<file path="src/rtl/tl_pkg.sv">
// rtl/tl_pkg.sv - TileLink-UL opcodes and A-channel burst helpers
package tl_pkg;

  localparam logic [2:0] PUT_FULL        = 3'd0;
  localparam logic [2:0] PUT_PARTIAL     = 3'd1;
  localparam logic [2:0] GET             = 3'd4;
  localparam logic [2:0] ACCESS_ACK      = 3'd0;
  localparam logic [2:0] ACCESS_ACK_DATA = 3'd1;

  localparam int TL_CNT_W    = 12;
  localparam int TL_MAX_SIZE = 12;

  // Sizes beyond 4 KiB are a protocol error and deliberately fall through as single-beat.
  function automatic logic is_burst(input logic [2:0] opcode, input int unsigned size,
                                    input int unsigned tl_dw);
    return ((opcode == PUT_FULL) || (opcode == PUT_PARTIAL)) &&
           (size > $clog2(tl_dw / 8)) && (size <= TL_MAX_SIZE);
  endfunction

  // Shift by the size difference so 4 KiB does not overflow the counter width.
  function automatic logic [TL_CNT_W-1:0] beat_count(input int unsigned size,
                                                    input int unsigned tl_dw);
    return TL_CNT_W'(1) << (size - $clog2(tl_dw / 8));
  endfunction

endpackage

</file>
<file path="src/rtl/rr_priority_pick.sv">
// rtl/rr_priority_pick.sv - first set request at or after a rotating base
module rr_priority_pick #(
  parameter int N  = 2,
  parameter int IW = $clog2(N)
) (
  input  logic [N-1:0]  req,
  input  logic [IW-1:0] base,
  output logic [N-1:0]  onehot,
  output logic [IW-1:0] idx,
  output logic          any
);

  int unsigned k;

  always_comb begin
    onehot = '0;
    idx    = '0;
    any    = 1'b0;
    k      = 0;
    for (int off = 0; off < N; off++) begin
      k = int'(base) + off;
      if (k >= N) k = k - N;
      if (!any && req[k]) begin
        any       = 1'b1;
        idx       = IW'(k);
        onehot[k] = 1'b1;
      end
    end
  end

endmodule

</file>
<file path="src/rtl/tilelink_a_arbiter.sv">
// rtl/tilelink_a_arbiter.sv - round-robin A-channel arbiter that locks the grant across Put bursts
module tilelink_a_arbiter
  import tl_pkg::*;
#(
  parameter int M     = 2,
  parameter int TL_DW = 32,
  parameter int TL_SZ = 4,
  parameter int CNT_W = 12
) (
  input  logic                 tilelink_clock_i,
  input  logic                 tilelink_reset_i,
  input  logic [M-1:0]         req_valid,
  input  logic [3*M-1:0]       req_opcode,
  input  logic [TL_SZ*M-1:0]   req_size,
  input  logic                 dn_ready,
  output logic [M-1:0]         grant,
  output logic [$clog2(M)-1:0] grant_idx,
  output logic                 grant_valid,
  output logic                 last_beat,
  output logic                 locked
);

  localparam int IW = $clog2(M);

  logic [IW-1:0]    rr_ptr;
  logic [IW-1:0]    lock_idx;
  logic [CNT_W-1:0] beats_left;

  logic [M-1:0]     pick_onehot;
  logic [IW-1:0]    pick_idx;
  logic             pick_any;
  logic [IW-1:0]    sel_idx;
  logic [2:0]       sel_opcode;
  logic [TL_SZ-1:0] sel_size;
  logic             sel_burst;
  logic [CNT_W-1:0] first_left;
  logic             fire;

  rr_priority_pick #(.N(M), .IW(IW)) u_pick (
    .req    (req_valid),
    .base   (rr_ptr),
    .onehot (pick_onehot),
    .idx    (pick_idx),
    .any    (pick_any)
  );

  assign sel_idx    = locked ? lock_idx : pick_idx;
  assign sel_opcode = req_opcode[3*int'(sel_idx) +: 3];
  assign sel_size   = req_size[TL_SZ*int'(sel_idx) +: TL_SZ];
  assign sel_burst  = is_burst(sel_opcode, 32'(sel_size), TL_DW);
  assign first_left = CNT_W'(beat_count(32'(sel_size), TL_DW)) - CNT_W'(1);

  // Outputs depend only on state and req_valid, so the grant holds while dn_ready is low.
  always_comb begin
    grant       = '0;
    grant_idx   = '0;
    grant_valid = 1'b0;
    last_beat   = 1'b0;
    if (!tilelink_reset_i) begin
      if (locked) begin
        grant[lock_idx] = 1'b1;
        grant_idx       = lock_idx;
        grant_valid     = req_valid[lock_idx];
        last_beat       = (beats_left == CNT_W'(1));
      end else if (pick_any) begin
        grant       = pick_onehot;
        grant_idx   = pick_idx;
        grant_valid = 1'b1;
        last_beat   = !sel_burst;
      end
    end
  end

  assign fire = grant_valid & dn_ready;

  function automatic logic [IW-1:0] next_ptr(input logic [IW-1:0] p);
    return (p == IW'(M - 1)) ? '0 : p + IW'(1);
  endfunction

  always_ff @(posedge tilelink_clock_i) begin
    if (tilelink_reset_i) begin
      rr_ptr     <= '0;
      locked     <= 1'b0;
      lock_idx   <= '0;
      beats_left <= '0;
    end else if (fire) begin
      if (locked) begin
        if (beats_left == CNT_W'(1)) begin
          locked     <= 1'b0;
          beats_left <= '0;
          rr_ptr     <= next_ptr(lock_idx);
        end else begin
          beats_left <= beats_left - CNT_W'(1);
        end
      end else if (sel_burst) begin
        locked     <= 1'b1;
        lock_idx   <= pick_idx;
        beats_left <= first_left;
      end else begin
        rr_ptr <= next_ptr(pick_idx);
      end
    end
  end

endmodule

</file>
<file path="config.mk">
export PLATFORM = sky130hd
export DESIGN_NAME = tilelink_a_arbiter
export DESIGN_NICKNAME = d
export VERILOG_FILES = /design/src/rtl/tl_pkg.sv /design/src/rtl/rr_priority_pick.sv /design/src/rtl/tilelink_a_arbiter.sv
export SDC_FILE = /design/constraint.sdc
export NUM_CORES = 1
export LEC_CHECK = 0
export BUFFER_PORTS_ARGS = -buffer_cell sky130_fd_sc_hd__buf_2
export CORE_AREA = 2 2 55 78
export DETAILED_ROUTE_END_ITERATION = 8
export DIE_AREA = 0 0 57 80
export SLEW_MARGIN = 20
export SYNTH_ARGS = -nofsm -noshare
export SYNTH_HDL_FRONTEND = slang
export SYNTH_SLANG_ARGS = --single-unit
</file>
<file path="constraint.sdc">
create_clock -name tilelink_clock_i -period 2.75 [get_ports tilelink_clock_i]
set_input_delay 0.275 -clock tilelink_clock_i [delete_from_list [all_inputs] [get_ports tilelink_clock_i]]
set_output_delay 0.275 -clock tilelink_clock_i [all_outputs]
set_load 0.02 [all_outputs]
</file>
; ---- Word level (Yosys, flattened, before mapping)
; Cells that the tools add are included.
[classes]
add_sub_neg = 8
n_mul = 1
magnitude_cmp = 10
eq_ne = 4
shifts = 3
mux = 44
bitwise_logic = 3
n_reduce_logical = 14
[ops]
columns = cell, n
row1 = 32-bit by 1-bit >= comparator with 1-bit output (second input constant), 2
row2 = 32-bit by 2-bit less-than comparator with 1-bit output (second input constant), 2
row3 = 32-bit two-way mux, 2
row4 = 12-bit two-way mux, 3
row5 = 32-bit by 2-bit >= comparator with 1-bit output (second input constant), 1
row6 = 1-bit by 32-bit << shifter with 12-bit output (first input constant), 1
row7 = 32-bit by 2-bit subtractor with 32-bit output (second input constant), 1
row8 = 1-bit two-way mux, 31
row9 = 12-bit by 1-bit subtractor with 12-bit output (second input constant), 2
row10 = 12-bit by 1-bit equality test with 1-bit output (second input constant), 1
row11 = 2-bit two-way mux, 5
row12 = 8-bit by 4-bit variable part select with 4-bit output, 1
row13 = 1-bit logical AND, 6
row14 = 3-bit AND reduction, 2
row15 = 6-bit by 4-bit variable part select with 3-bit output, 1
row16 = 4-bit by 2-bit subtractor with 5-bit output (second input constant), 1
row17 = 4-bit by 2-bit greater-than comparator with 1-bit output (second input constant), 1
row18 = 4-bit less-or-equal comparator (second input constant), 1
row19 = 1-bit demux with 1-bit select, 3
row20 = 3-bit by 1-bit equality test with 1-bit output (second input constant), 1
row21 = 3-bit logical NOT, 1
row22 = 2-bit by 1-bit multiplier with 3-bit output (first input constant), 1
row23 = 1-bit by 2-bit subtractor with 3-bit output (second input constant), 1
row24 = 1-bit adder (second input constant), 2
row25 = 13 further kinds, 14
[word_totals]
register_bits = 15
out_inout_bits = 6
word_cells = 91

; ---- Longest topological paths before layout
[depth]
depth_word = 19
depth_mapped = 16
depth_no_buf = 14

; ---- By module
; From an unflattened synthesis, not the netlist that was laid out.
[hier_totals]
hier_cells = 198
hier_area_um2 = 1443.9
[modules_own_cells]
columns = mod, n_inst, cells_per_inst, area_each_um2
row1 = tilelink_a_arbiter, 1, 193, 1411.4
row2 = rr_priority_pick, 1, 5, 32.5

; ---- Least setup slack after synthesis
; OpenSTA, ideal clock, no wires.
[synth_timing]
path_type = flip-flop to flip-flop
from = register locked
to = register beats_left[6]
arrival_ns = 3.041
required_ns = 2.633
setup_slack_ns = -0.409
stages_incl_launch_ff = 17
path_buffers = 3
cell_sequence = dfxtp_1 > buf_6 > inv_1 > a31o_4 > buf_6 > mux2i_1 > ha_1 > ha_1 > clkbuf_1 > inv_1 > nor2_1 > nand3_1 > ha_1 > nand2b_1 > xnor2_1 > o32ai_1 > a32o_1
[synth_via]
elab_chain_cells = 9
[synth_rtl]
columns = item, line
row1 = "start, declared", tilelink_a_arbiter.sv:20  ; output logic locked
row2 = "start signal, assigned", tilelink_a_arbiter.sv:83  ; locked <= 1'b0;
row3 = "start signal, assigned", tilelink_a_arbiter.sv:89  ; locked <= 1'b0;
row4 = "start signal, assigned", tilelink_a_arbiter.sv:96  ; locked <= 1'b1;
row5 = "parallel branches: the longest is 9 deep, another holds 12-bit by 1-bit subtractor with 12-bit output", -
row6 = "end signal, assigned", tilelink_a_arbiter.sv:93  ; beats_left <= beats_left - CNT_W'(1);
row7 = "end signal, assigned", tilelink_a_arbiter.sv:98  ; beats_left <= first_left;
row8 = "end, declared", tilelink_a_arbiter.sv:27  ; logic [CNT_W-1:0] beats_left;
; Several ways; the timed one is not identified. The select of a mux whose other input is x is not followed.
; A chain may end at the register's enable or synchronous reset.

; ---- Worst setup path after layout
[layout_timing]
from = register rr_ptr
to = output port last_beat
[layout_via]
elab_chain_cells = 19
[layout_rtl]
columns = item, line
row1 = "start, declared", tilelink_a_arbiter.sv:25  ; logic [IW-1:0] rr_ptr;
row2 = "start signal, assigned", tilelink_a_arbiter.sv:91  ; rr_ptr <= next_ptr(lock_idx);
row3 = "start signal, assigned", tilelink_a_arbiter.sv:100  ; rr_ptr <= next_ptr(pick_idx);
row4 = "parallel branches: the longest is 16 deep, another holds 32-bit by 2-bit subtractor with 32-bit output", -
row5 = 1-bit two-way mux (*), tilelink_a_arbiter.sv:65  ; end else if (pick_any) begin
row6 = 1-bit two-way mux (*), tilelink_a_arbiter.sv:60  ; if (locked) begin
row7 = 1-bit two-way mux (*), tilelink_a_arbiter.sv:59  ; if (!tilelink_reset_i) begin
row8 = "end, declared", tilelink_a_arbiter.sv:19  ; output logic last_beat,
; Mark *: on every way between the ends. The select of a mux whose other input is x is not followed.

==> flow_summary.json <==
{
  "status": "finished with violations",
  "violations": "setup timing",
  "post-route-util_pct": 51.8,
  "synthCells": 199,
  "place_congestion": 0.844,
  "async_reset_ff_share_pct": 0,
  "yosysWarnings": 0,
  "antenna_left": 0,
  "syn2layout_area_growth_pct": 33.4,
  "diodes": 0,
  "dieWidth_um": 57,
  "synth-seq-cells": 15,
  "crit_path_end_kind": "primary output",
  "drc": 0,
  "clkTransAtPathRegs_ns": 0.06,
  "avgViaCountPerCell": 5.62,
  "final_nets": 268,
  "syn_area_um2": 1490,
  "start_util_pct": 38.8,
  "stdcell_area_um2": 1990,
  "grt_pass1_wl_mm": 7.18,
  "rsz0062_at_grt": "yes",
  "arrival_ns": 2.48,
  "finalSetupViolations": 1,
  "antenna_found_initial": 0,
  "min_path_type": "in -> reg",
  "grt_overflow": 0,
  "finClkSkew_ns": 0.00227,
  "clock-root-buffer": "clkbuf_8",
  "rows": 27,
  "leakage_uw": 0.000782,
  "numPortBuffers": 22,
  "ys_types": 49,
  "start_kind": "flop",
  "peakVddDrop_mv": 0.233,
  "p_per_area_nw_per_um2": 420,
  "drv_cap": 0,
  "die_h_um": 80,
  "ctsHoldBuffers": 0,
  "cp.required_ns": 2.48,
  "ff2ff_setup_slack_ns": 0.08,
  "grt_pass1_vias": 1646,
  "cts_inserted_buffers": 3,
  "drtIter0Drc": 45,
  "max_freq_mhz": 363,
  "vias": 1585,
  "io_pins": 25,
  "cts_sinks": 15,
  "avgSynthCellArea_um2": 7.51,
  "fin_ws_ns": -0.00710,
  "synth_edf_count": 0,
  "clockBufferDepth": 2,
  "report.final.hold_viol_count": 0,
  "first_pass_iters": 4,
  "syn_nets": 227,
  "insertion_delay_ns": 0.26,
  "crit_path_max_fanout": 6,
  "synth.area.top_cells": "dfxtp_1 (20%), ha_1 (7.5%), o21ai_0 (6.0%)",
  "cts_tree": "yes",
  "power_uw": 838,
  "tightest_slew_ns": 0.415,
  "drive_gt1_share_pct": 37.2,
  "grt-busiest-layer": "met2",
  "use_met3_pct": 2.27,
  "placed_area_um2": 1810,
  "fin_crit_ns": 2.76,
  "core_area_um2": 3850,
  "dieArea_um2": 4560,
  "dpl.hpwl_mm": 3.20,
  "worstSetupPathType": "reg -> out",
  "grt_start_max_net_pins": 17,
  "yosys.area.top_type_share_pct": 20.1,
  "met1_usage_pct": 20.9,
  "grt_use_met2_pct": 38.3,
  "drv_slew": 0,
  "timing.final.crit_share_pct": 100,
  "synthFlopType": "dfxtp_1",
  "wl_per_cell_um": 14.9,
  "yosysSeqAreaShare_pct": 20.1,
  "yosys.area.top_type": "dfxtp_1",
  "wirelength_mm": 4.19,
  "cts_max_level": 1,
  "grt.total_usage_pct": 19.6,
  "slew_headroom_pct": 71.9
}
## synthesized netlist by cell type, drive strengths merged, types with 2 or more instances
cell type and instances:
nor2 21, o31ai 5, nand3 6, nor4 2, or2 2, o311ai 2
nor3 10, ha 9, nand2b 7, or3 3, a21oi 15, nand2 13
a211oi 4, inv 10, a31o 2, dfxtp 15, a32o 2, nor3b 2
buf 5, o21ai 19, xnor2 2, mux2i 7, mux2 8, and2 3
a31oi 5, clkbuf 5
## state kept, by name (all words and copies together), names as in the netlist
signal and count:
lock_idx 1, locked 1, beats_left 12, rr_ptr 1
## path summary, 6_finish.rpt
path	startpoint	endpoint	cells after the start
hold reg to reg	beats_left[1]	beats_left[1]	2
setup reg to reg	rr_ptr	lock_idx	11
hold / removal	tilelink_reset_i	lock_idx	2
setup / recovery	rr_ptr	last_beat	11
## kinds of logic after synthesis
| group | Yosys count | synth area share (%) |
|---|---|---|
| AOI/OAI and AO/OA | 62 | 26.8 |
| xor gates and xnor gates | 3 | 1.76 |
| adders and majority gates | 9 | 7.54 |
| buffers and inverters | 20 | 6.70 |
| DFF | 15 | 20.1 |
| muxes | 15 | 11.2 |
| and+or+nand+nor | 75 | 25.9 |
## stage by stage
stage           TNS, ns  std cells  hold WS [ns]  setup slack, ns
6_report       -0.00710        282         0.392         -0.00710
2_1_floorplan   -0.0742        199         0.348          -0.0519
5_1_grt          -0.224        282         0.418          -0.0860
3_5_place_dp    -0.0395        272         0.473          -0.0363
3_3_place_gp    -0.0149        272         0.469          -0.0149
4_1_cts         -0.0831        281         0.400          -0.0831
## area by class of cell
cell class,instances,area (um2)
clock buffers,4,45.0
inverters,10,40.0
multi-input cells,164,1260
fillers,410,1860
flip-flops and latches,15,305
repair buffers,46,293
well taps,43,53.8
## routing by layer
metal  vias up  part of all wire [%]
met4         0                   1.4
met1       735                    42
met3         5                   2.7
met2        30                    54
met5         -                     0
li1        815                     -
## timing repair
| action | 4_1_cts | 5_1_grt |
|---|---|---|
| buffers inserted | 5 | 1 |
| pin swaps | 6 | 7 |
| resized for setup | 15 | 10 |
| endpoints found under the setup margin | 2 | 12 |
## placed cells by master, fill, tap and decap left out, drive strengths merged, types with 2 or more instances in the layout
master	count
a31oi	5
nor3	10
or2	2
nor2	21
and2	3
ha	9
o31ai	5
clkbuf	4
xnor2	2
nand3	6
dfxtp	15
or3	3
a21oi	15
a211oi	4
nand2b	7
nor3b	2
o21ai	19
mux2	8
o311ai	2
mux2i	7
a31o	2
a32o	2
buf	46
nand2	13
inv	10
nor4	2
## where the power goes
part           switching, uW  internal, uW  total (uW)
clock network           86.5           103         190
logic                    222           188         410
registers               10.8           228         239
total                    319           519         838
## worst max-delay path: stages (launching register included)
cell      delay [ns]
dfxtp_2         0.32
nand2b_4        0.14
a31o_4          0.27
mux2i_4         0.24
ha_4            0.19
ha_4            0.17
nor3_4          0.12
o311ai_2        0.13
mux2_4          0.31
o21ai_4         0.14
a211oi_2        0.04
buf_4           0.17
(Power assumes the default switching activity.)
